==> src/rtl/mem_bus_sequencer_pkg.sv <==
// Shared definitions for the memory bus sequencer: FSM state encoding,
// requester port indices and the width of the WAIT-phase cycle counter.
package mem_bus_sequencer_pkg;

  // Sequencer FSM states. The encoding is fixed so that a checker or a
  // waveform reader can decode the debug state output directly.
  typedef enum logic [2:0] {
    ST_IDLE  = 3'd0,
    ST_ADDR  = 3'd1,
    ST_WDATA = 3'd2,
    ST_WAIT  = 3'd3,
    ST_DONE  = 3'd4
  } state_t;

  // Requester port indices: port 0 is instruction fetch, port 1 is data.
  localparam logic PORT0 = 1'b0;
  localparam logic PORT1 = 1'b1;

  // The WAIT counter must hold any legal timeout value (2..255).
  localparam int WaitCntWidth = 8;

endpackage : mem_bus_sequencer_pkg

==> src/rtl/mem_bus_sequencer_rr_arbiter2.sv <==
// Two-way round-robin pick. Purely combinational: the caller owns the
// last_grant register and decides when a grant is actually taken.
module mem_bus_sequencer_rr_arbiter2
  import mem_bus_sequencer_pkg::*;
(
  input  logic req0,
  input  logic req1,
  input  logic last_grant,
  output logic grant_idx,
  output logic grant_valid
);

  // A lone requester always wins; on contention the port that was not
  // granted last time wins, so continuous requesters alternate.
  always_comb begin
    grant_valid = req0 | req1;
    grant_idx   = PORT0;
    if (req0 && req1) begin
      grant_idx = ~last_grant;
    end else if (req1) begin
      grant_idx = PORT1;
    end
  end

endmodule : mem_bus_sequencer_rr_arbiter2

==> src/rtl/mem_bus_sequencer.sv <==
// Memory bus sequencer: arbitrates between an instruction-fetch port and a
// data port, time-multiplexes each transfer onto the shared address/data
// mux (address phase, then a data phase for writes), waits for the memory
// acknowledge with a timeout and returns read data or an error.
//
// Handshakes:
//   req/done   - a requester raises req and holds it (with we/addr/wdata
//                stable) until it sees its one-cycle done pulse; it must drop
//                req in that same cycle. err and rdata are valid only while
//                done is high. Requests seen outside IDLE simply stay pending.
//   bus_valid  - marks the ADDR and WDATA phases; mux_a/mux_b/mux_sel/bus_we
//                are meaningful only while it is high. The memory answers
//                with bus_ack (and bus_rdata for reads), which is looked at
//                only in WAIT; an ack at any other time is ignored.
module mem_bus_sequencer
  import mem_bus_sequencer_pkg::*;
#(
  parameter int DataWidth     = 32,
  parameter int AddrWidth     = 24,
  parameter int TimeoutCycles = 16   // legal range 2..255
) (
  input  logic                 clock,
  input  logic                 reset,      // asynchronous, active low
  input  logic                 req0,
  input  logic                 we0,
  input  logic [AddrWidth-1:0] addr0,
  input  logic [DataWidth-1:0] wdata0,
  input  logic                 req1,
  input  logic                 we1,
  input  logic [AddrWidth-1:0] addr1,
  input  logic [DataWidth-1:0] wdata1,
  output logic                 done0,
  output logic                 done1,
  output logic                 err,
  output logic [DataWidth-1:0] rdata,
  output logic [AddrWidth-1:0] mux_a,
  output logic [DataWidth-1:0] mux_b,
  output logic                 mux_sel,
  output logic                 bus_valid,
  output logic                 bus_we,
  input  logic                 bus_ack,
  input  logic [DataWidth-1:0] bus_rdata,
  output state_t               state_dbg
);

  // Last WAIT counter value before the timeout fires: WAIT cycle n sees the
  // counter at n-1, so the error completion happens on cycle TimeoutCycles.
  localparam logic [WaitCntWidth-1:0] WaitLast =
    WaitCntWidth'(TimeoutCycles - 1);

  state_t                  state_q;
  logic                    last_grant_q;
  logic                    grant_q;
  logic                    we_q;
  logic [WaitCntWidth-1:0] wait_cnt_q;

  logic                    grant_idx;
  logic                    grant_valid;

  mem_bus_sequencer_rr_arbiter2 u_rr_arbiter2 (
    .req0        (req0),
    .req1        (req1),
    .last_grant  (last_grant_q),
    .grant_idx   (grant_idx),
    .grant_valid (grant_valid)
  );

  assign state_dbg = state_q;

  // Sequencer FSM: every bus-facing and requester-facing output is a
  // register updated on the transition into the state that owns it.
  always_ff @(posedge clock or negedge reset) begin
    if (!reset) begin
      state_q      <= ST_IDLE;
      last_grant_q <= PORT1;     // port 0 wins the first contention
      grant_q      <= PORT0;
      we_q         <= 1'b0;
      wait_cnt_q   <= '0;
      done0        <= 1'b0;
      done1        <= 1'b0;
      err          <= 1'b0;
      rdata        <= '0;
      mux_a        <= '0;
      mux_b        <= '0;
      mux_sel      <= 1'b0;
      bus_valid    <= 1'b0;
      bus_we       <= 1'b0;
    end else begin
      case (state_q)
        ST_IDLE: begin
          if (grant_valid) begin
            grant_q      <= grant_idx;
            last_grant_q <= grant_idx;
            if (grant_idx == PORT1) begin
              mux_a  <= addr1;
              mux_b  <= wdata1;
              we_q   <= we1;
              bus_we <= we1;
            end else begin
              mux_a  <= addr0;
              mux_b  <= wdata0;
              we_q   <= we0;
              bus_we <= we0;
            end
            bus_valid <= 1'b1;
            mux_sel   <= 1'b0;
            state_q   <= ST_ADDR;
          end
        end

        ST_ADDR: begin
          if (we_q) begin
            // Stay on the bus for the data phase; bus_we remains high.
            mux_sel <= 1'b1;
            state_q <= ST_WDATA;
          end else begin
            bus_valid  <= 1'b0;
            bus_we     <= 1'b0;
            wait_cnt_q <= '0;
            state_q    <= ST_WAIT;
          end
        end

        ST_WDATA: begin
          bus_valid  <= 1'b0;
          bus_we     <= 1'b0;
          mux_sel    <= 1'b0;
          wait_cnt_q <= '0;
          state_q    <= ST_WAIT;
        end

        ST_WAIT: begin
          // An ack on the final allowed cycle still counts as a success.
          if (bus_ack) begin
            rdata   <= we_q ? '0 : bus_rdata;
            err     <= 1'b0;
            done0   <= (grant_q == PORT0);
            done1   <= (grant_q == PORT1);
            state_q <= ST_DONE;
          end else if (wait_cnt_q == WaitLast) begin
            rdata   <= '0;
            err     <= 1'b1;
            done0   <= (grant_q == PORT0);
            done1   <= (grant_q == PORT1);
            state_q <= ST_DONE;
          end else begin
            wait_cnt_q <= wait_cnt_q + 1'b1;
          end
        end

        ST_DONE: begin
          // err and rdata keep their value; only the done pulse ends here.
          done0      <= 1'b0;
          done1      <= 1'b0;
          wait_cnt_q <= '0;
          state_q    <= ST_IDLE;
        end

        default: begin
          state_q <= ST_IDLE;
        end
      endcase
    end
  end

endmodule : mem_bus_sequencer

==> config.mk <==
export PLATFORM = sky130hd
export DESIGN_NAME = mem_bus_sequencer
export DESIGN_NICKNAME = d
export VERILOG_FILES = /design/src/rtl/mem_bus_sequencer_pkg.sv /design/src/rtl/mem_bus_sequencer_rr_arbiter2.sv /design/src/rtl/mem_bus_sequencer.sv
export SDC_FILE = /design/constraint.sdc
export NUM_CORES = 1
export LEC_CHECK = 0
export CELL_PAD_IN_SITES_DETAIL_PLACEMENT = 0
export CELL_PAD_IN_SITES_GLOBAL_PLACEMENT = 1
export CORE_ASPECT_RATIO = 1.25
export CORE_MARGIN = 2
export CORE_UTILIZATION = 46
export CTS_CLUSTER_SIZE = 16
export DETAILED_ROUTE_END_ITERATION = 12
export DONT_BUFFER_PORTS = 1
export GPL_ROUTABILITY_DRIVEN = 0
export PLACE_DENSITY_LB_ADDON = 0.1
export SLEW_MARGIN = 20
export SYNTH_ARGS = -nofsm -noshare
export SYNTH_HDL_FRONTEND = slang
export SYNTH_SLANG_ARGS = --single-unit
==> constraint.sdc <==
create_clock -name clock -period 2.3 [get_ports clock]
set_clock_uncertainty 0.05 [all_clocks]
set_input_delay 0.575 -clock clock [delete_from_list [all_inputs] [get_ports clock]]
set_output_delay 0.575 -clock clock [all_outputs]
set_load 0.05 [all_outputs]
== Word-level counts from Yosys, hierarchy flattened ==
Cells that the tools add are included.
Operators by class
  reductions and logical operators: 14
  multiplexer cells: 33
  add/subtract/negate cells: 1
  bitwise operators: 3
  equality and inequality tests: 11
Operators by type and width (number)
  $mux 32: 4
  $mux 24: 1
  $mux 8: 3
  $pmux 8 s3: 1
  $mux 1: 15
  $pmux 3 s4: 1
  $ne 2x2->1 const B: 5
  $mux 3: 3
  $pmux 1 s3: 3
  $add 8x1->8 const B: 1
  $eq 8x4->1 const B: 1
  $reduce_and 2->1: 4
  $eq 3x2->1 const B: 2
  $reduce_and 3->1: 2
  $reduce_bool 3->1: 2
  $pmux 1 s2: 2
  $reduce_and 4->1: 1
  $reduce_bool 2->1: 2
  $eq 3x1->1 const B: 1
  $eq 3x3->1 const B: 1
  $logic_not 3->1: 1
  $ne 3x3->1 const B: 1
  $not 1->1: 2
  $reduce_or 2->1: 1
  other kinds (2): 2
Word-level totals
  register bits: 108

== Longest topological paths before layout ==
Gate-level depths: netlist (run 1).
  word-level depth: 5
  mapped depth: 7
  mapped depth without buffers: 5

== Hierarchy ==
Synthesis (run 1) repeated with hierarchy kept, for this count alone.
Unflattened totals
  cell total of the unflattened synthesis: 418
  area total of the unflattened synthesis: 4752.1 um2
By module, submodules not included
  mem_bus_sequencer: seq. area each 2703.8 um2, instances 1, area each 4738.3 um2, cells an instance 416
  mem_bus_sequencer_rr_arbiter2: seq. area each 0.0 um2, instances 1, area each 13.8 um2, cells an instance 2

== Worst setup path before layout (run 1) ==
OpenSTA, ideal clock, no wires.
  path kind: register to register
  start: register state_q[0] (netlist: state_dbg[0])
  end: register wait_cnt_q[5]
  period minus slack after synthesis: 1802 ps
  cell stages (with the launch flop): 6
  setup slack: 498 ps
  library setup time: 77 ps
  arrival: 1676 ps
  data required time: 2173 ps
  cell sequence: dfrtp_1 buf_4 nand3b_2 a211o_1 or3_1 o21ai_1
Between the ends
  cells in the longest elaborated chain, start to end: 4
  elaborated cells on any way between the ends: 11
Ends and longest elaborated chain
  start: declaration: line mem_bus_sequencer.sv:51  | state_t state_q;
  start signal: assignment: line mem_bus_sequencer.sv:74  | state_q <= ST_IDLE;
  start signal: assignment: line mem_bus_sequencer.sv:107  | state_q <= ST_ADDR;
  start signal: assignment: line mem_bus_sequencer.sv:115  | state_q <= ST_WDATA;
  $eq 3x2->1 / $eq 3x3->1 (equally long branches): line mem_bus_sequencer.sv:89  | case (state_q)
  $reduce_or 2->1 (no source line)
  $reduce_bool 3->1 (no source line)
  $reduce_and 4->1 (no source line)
  end signal: assignment: line mem_bus_sequencer.sv:147  | wait_cnt_q <= wait_cnt_q + 1'b1;
  end: declaration: line mem_bus_sequencer.sv:55  | logic [WaitCntWidth-1:0] wait_cnt_q;
Several ways; a longest one is shown, not always the timed one.
A chain may end at the register's enable or synchronous reset.

== Worst setup path after layout (run 1) ==
  start: register wait_cnt_q[0]
  end: register wait_cnt_q[6]
Between the ends
  cells in the longest elaborated chain, start to end: 4
  elaborated cells on any way between the ends: 7
Ends and longest elaborated chain
  $add 8x1->8: line mem_bus_sequencer.sv:147
  $mux 8: line mem_bus_sequencer.sv:140  | end else if (wait_cnt_q == WaitLast) begin
  $mux 8: line mem_bus_sequencer.sv:134  | if (bus_ack) begin
  $pmux 8 s3: line mem_bus_sequencer.sv:89
Several ways; a longest one is shown, not always the timed one. The select of a mux whose other input is x is not followed.

==> impl_results.md, run 1 <==
* TritonCTS clock tree: yes
* Async SR Flop Fraction at 100.0%
* Core area at 0.01011 mm2
* Worst hold margin at -0.1270 ns
* Clock buffer depth at 2
* Pins Over Slew Limit at 0
* Met2 Wirelength at 5707 um
* Mapped Nets at 570
* Comb power frac at 21.1%
* Slew HR at 63.42%
* Status: finished, violations left
* Most used DFF post-synth: dfrtp_1
* Peak supply drop at 0.7655 mV
* P_sw at 5.001 mW
* Highest Clock Rate at 560.9 MHz
* CP endpoint: wait_cnt_q[6]
* Synthesized area at 0.004773 mm2
* Die area at 0.01121 mm2
* Area occupied by multi-input gates at 0.001856 mm2
* Final setup vio count at 0
* Chip height at 117.9 um
* Pwr per Cell Area at 1817 mW/mm2
* TritonCTS Sinks at 108
* Worst-path clk slew at 0.07 ns
* Routed Antenna Nets at 0
* Crit path required time at 2.52 ns
* Placed cells at 528
* IO Count at 248
* Setup crit start: wait_cnt_q[0]
* Synth warnings at 0
* Detail-routed via count per cell at 5.587
* DRT Pass-1 Iters at 4
* Final Util at 50.86%
* Pleak at 2.382 nW
* Fillers at 917
* Type of element launching the critical path: flop
* Nets at 562
* Sequential fraction of the synthesis area at 56.64%
* Critical Path End Type: flop
* Failing checks: hold timing
* Avg Inst Size Synth at 11.42 um2
* DRC viols at 0
* Crit path cell chain: ha_1 -> and3_1 -> a211oi_2 -> a21oi_1 -> o21ai_1
* Pint at 4.340 mW
* Final hold vios at 107
* Synth Instances at 418
* CTS buffer count at 9
* #FFs+latches synth at 108
* Worst setup path category: flop to flop
* Metal-1 WL at 4115 um
* R2R setup slack at 0.52 ns
* Clk network pwr share at 15.5%
* Die X-Extent at 95.11 um
* 1st-iter DRT viols at 113
* DR vias at 3034
* Met3 wire len at 888 um
* Clk root buf: clkbuf_16
* Final period util at 77.52%
* Layout area overhead at 7.680%
* Initial core utilization at 47.23%
* Synth cell count leaders: dfrtp_1, nand2_1, mux2i_1
* Switch share at 53.54%
* Maximum fanout along the worst path at 8
* Hold Path Class: input port to async pin
* Non-filler cells in the finished layout at 543
* Initial antenna violation count at 0
* Crit-path slowest cell: a211oi_2
* Worst-case reg-to-reg path depth at 5
* DR WL/cell at 20.08 um
* N_diodes at 0
* Top-count cell post-synth: dfrtp_1
* Largest net degree at the start of global routing at 115
* FF/Latch Area at 0.002704 mm2
* Clk Latency, worst-skew pair at 0.34 ns
* Worst Path Arrival at 2.00 ns
* Num rows at 41
* Crit Reg-Reg Endpoint: wait_cnt_q[6]
* Dpl hpwl at 7922 um
* Worst slew pin tran at 0.5477 ns
* Post-synth top area share at 56.09%
* Final min period at 1.783 ns
* First-pass GRT wire length at 16450 um
* Cell taking the most area after synthesis: dfrtp_1
* Vias in the first global route at 3093
* Sequential Power Share at 63.4%
* Unrepaired setup endpoints after global routing: false
* Max cap viols at 0
* Yosys cell types at 41
* GRT Total Usage at 19.24%
* Total gr overflow at 0
* Top cells by area, synth: dfrtp_1, mux2i_1, a22o_1
* Top Metal Used: met4
* DRT Wirelength at 10910 um
* R2r startpoint: wait_cnt_q[0]
* Port Buffers at 0
* Slowest stage delay, CP at 0.50 ns
* H-tree depth at 3
* Fin Setup TNS at 0 ns
* Fraction of layout instances using a drive strength above 1 at 8.454%
* Number of synthesized flops with an enable pin at 0
[layout by cell type (no fill, tap or decap), types with 2 or more instances in the layout]
cell,instances
clkinvlp_4,3
a21o_1,3
a22o_1,32
a21boi_0,2
or3_1,3
nand2_1,62
inv_1,6
and3_1,3
clkbuf_16,9
dfrtp_1,107
o21ai_0,30
o21ai_4,2
o21ai_1,38
nand3_1,3
buf_12,4
mux2i_1,59
o21a_1,2
buf_4,5
nor2_1,6
clkbuf_8,2
a21oi_1,12
[through the flow]
stage	instance area [um2]	hold WS, ns	setup WS, ns	power (mW)
after floorplan	4773	0.2294	0.4976	7.468
after global placement	4861	0.2319	0.5055	7.925
after detailed placement	4861	0.2315	0.4789	8.001
after CTS	5140	-0.1370	0.5058	9.461
after global routing	5140	-0.1394	0.3557	9.892
final	5140	-0.1270	0.5171	9.340
[cell type report]
cell class | count | area share (%)
clock buffers | 12 | 4.990
flip-flops and latches | 108 | 52.60
inverters | 6 | 0.4382
well taps | 129 | 3.140
clock inverters | 3 | 0.4382
multi-input cells | 276 | 36.10
repair buffers | 9 | 2.288
[logic make-up (layout without fill, tap and decap cells)]
kind of cell,count (synthesis),after routing,synth area share [%]
AOI/OAI and AO/OA,129,129,17.51
xor gates and xnor gates,1,1,0.1835
adders and majority gates,1,1,0.2621
buffers and inverters,34,30,4.797
DFF,108,108,56.64
muxes,59,59,12.37
and+or+nand+nor,86,86,8.231
[layer usage]
metal	vias to the layer above	GRT usage, %
li1	1465	-
met1	1399	21.67
met2	156	34.07
met3	14	4.802
met4	0	7.518
met5	-	0
[state kept, by name, indices dropped and copies added, names as in the netlist]
| name | count |
|---|---|
| last_grant_q | 1 |
| mux_a | 24 |
| done1 | 1 |
| rdata | 32 |
| mux_sel | 1 |
| state_dbg | 3 |
| bus_valid | 1 |
| done0 | 1 |
| grant_q | 1 |
| we_q | 1 |
| mux_b | 32 |
| wait_cnt_q | 8 |
| bus_we | 1 |
| err | 1 |
[worst max-delay path: cells and delay by family (launching register included)]
family	cells	cell delay, ns
compound gates	3	0.77
simple gates	1	0.25
fa+ha+maj	1	0.23
flops	1	0.40
[how the worst min path moves through the flow]
stage,startpoint,to,slack [ns]
after floorplan,reset,bus_valid,0.23
after detailed placement,reset,rdata[24],0.23
final,reset,rdata[24],-0.13
after global routing,reset,rdata[10],-0.14
after CTS,reset,rdata[24],-0.14
after global placement,reset,done0,0.23
[timing repair]
action / in CTS / in global routing
setup buffers: 0 / 0
endpoints found under the hold margin: 107 / 107
gates resized for setup: 0 / 0
[power groups by stage]
stage / Sequential [mW] / Clock [mW] / Combinational, mW
6_report: 5.92 / 1.45 / 1.97
5_1_grt: 6.04 / 1.58 / 2.26
4_1_cts: 5.95 / 1.50 / 2.01
3_5_place_dp: 5.98 / 0 / 2.02
3_3_place_gp: 5.98 / 0 / 1.94
2_1_floorplan: 5.80 / 0 / 1.67
(Power assumes the default switching activity.)
==> run 2, diff against run 1 <==
- clock period: 2.3 -> 1.8 ns (I/O delays scaled with it)
==> run 2 against run 1 <==
The flow still finishes with violations (hold timing). Setup slack worse by 0.41 ns. Count of clock-buffer cells in the layout down 1. Worst hold slack worse by 0.12 ns. First-iteration DRC count down 33%. Utilization up 0.99 points. Maximum frequency up 5.1%. Critical endpoint unchanged.
==> impl_results.md, run 2 (synthesis results as in run 1) <==
* Status: finished, violations left
* Failing checks: hold timing
* Largest net degree at the start of global routing at 109
* Final hold vios at 108
* Core area at 0.01011 mm2
* DR WL/cell at 19.52 um
* Highest Clock Rate at 589.3 MHz
* Fraction of layout instances using a drive strength above 1 at 10.87%
* Pleak at 2.437 nW
* GRT Total Usage at 19.20%
* Clk Latency, worst-skew pair at 0.34 ns
* Fillers at 936
* Pins Over Slew Limit at 0
* Worst Path Arrival at 1.92 ns
* CP endpoint: wait_cnt_q[6]
* R2r startpoint: wait_cnt_q[0]
* Area occupied by multi-input gates at 0.001861 mm2
* Fin Setup TNS at 0 ns
* Chip height at 117.9 um
* Dpl hpwl at 7891 um
* N_diodes at 0
* Type of element launching the critical path: flop
* Initial antenna violation count at 0
* Total gr overflow at 0
* Worst-case reg-to-reg path depth at 5
* DR vias at 3091
* Pwr per Cell Area at 2317 mW/mm2
* H-tree depth at 3
* Unrepaired setup endpoints after global routing: false
* Detail-routed via count per cell at 5.600
* DRT Wirelength at 10780 um
* Clock buffer depth at 2
* R2R setup slack at 0.10 ns
* Worst hold margin at -0.2484 ns
* Most common cell after layout, fill and taps aside: dfrtp_1
* Worst setup path category: flop to flop
* Peak supply drop at 0.7670 mV
* Final period util at 94.27%
* CTS buffer count at 9
* Power after layout at 12.14 mW
* Hold Path Class: input port to async pin
* Num rows at 41
* Crit path required time at 2.02 ns
* 1st-iter DRT viols at 76
* TritonCTS clock tree: yes
* Worst-path clk slew at 0.07 ns
* TritonCTS Sinks at 108
* FF/Latch Area at 0.002705 mm2
* Worst slew pin tran at 0.5281 ns
* First-pass GRT wire length at 16520 um
* Final min period at 1.697 ns
* Die X-Extent at 95.11 um
* DRC viols at 0
* Final setup vio count at 0
* IO Count at 248
* Vias in the first global route at 3077
* Maximum fanout along the worst path at 4
* Most frequent cells in the layout: dfrtp_1, nand2_1, mux2i_1, o21ai_1, a22o_1
* Die area at 0.01121 mm2
* Initial core utilization at 47.23%
* Routed Antenna Nets at 0
* Slew HR at 64.80%
* Clk root buf: clkbuf_16
* Critical Path End Type: flop
* Max cap viols at 0
* Nets at 571
* Layout area overhead at 9.777%
* Port Buffers at 0
* Setup crit start: wait_cnt_q[0]
* Crit Reg-Reg Endpoint: wait_cnt_q[6]
* DRT Pass-1 Iters at 4
* Final Util at 51.85%
* Top flop regs: mux_b x32, rdata x32, mux_a x24
[run 2: changes by cell type in the layout (fill, tap and decap cells not counted), sizes merged]
cell,change
buf,+9
bufinv,+1
clkinv,+1
clkbuf,-1
clkinvlp,-1
[run 2: per-layer routing]
metal | global-route usage (%) | part of all wire (%) | vias up
li1 | - | - | 1486
met1 | 21.80 | 37 | 1428
met2 | 32.66 | 51 | 164
met3 | 5.698 | 9.7 | 13
met4 | 8.605 | 2.1 | 0
met5 | 0 | 0 | -
[run 2: power by group]
group          switching, mW  leakage (nW)  internal, mW
Clock                  0.839         0.138          1.11
Combinational           1.40         0.931          1.21
Sequential              4.16          1.37          3.42
[run 2: how the worst min path moves through the flow]
| stage | from | end | slack, ns | cells after the start |
|---|---|---|---|---|
| final | reset | done0 | -0.25 | 0 |
| after CTS | reset | mux_b[28] | -0.27 | 0 |
| after global placement | reset | done0 | 0.11 | 0 |
| after global routing | reset | mux_b[28] | -0.27 | 0 |
| after detailed placement | reset | grant_q | 0.11 | 0 |
| after floorplan | reset | bus_valid | 0.10 | 0 |
[run 2: area by class of cell]
class | instances | share of cell area [%]
Sequential cell | 108 | 51.62
Multi-Input combinational cell | 276 | 35.51
Tap cell | 129 | 3.080
Inverter | 6 | 0.4298
Timing Repair Buffer | 18 | 3.773
Clock buffer | 11 | 4.632
Clock inverter | 4 | 0.9551
[run 2: what timing repair did]
action / 4_1_cts / 5_1_grt
setup endpoints to repair: 0 / 1
resized for setup: 0 / 2
buffers inserted: 0 / 2
endpoints found under the hold margin: 108 / 108
[run 2: critical path, cell delays in order, from the launching register on]
cell and delay (ns):
dfrtp_1 0.39, ha_1 0.23, and3_4 0.20, a211o_1 0.33
or3_1 0.35, o21ai_1 0.07
[run 2: stage by stage]
step / instances / instance area, um2 / worst slack [ns]
4_1_cts: 550 / 5220 / 0.07333
5_1_grt: 552 / 5240 / 0.01664
6_report: 552 / 5240 / 0.1031
3_5_place_dp: 535 / 4927 / 0.02283
2_1_floorplan: 418 / 4775 / 0.01109
3_3_place_gp: 535 / 4927 / 0.06255
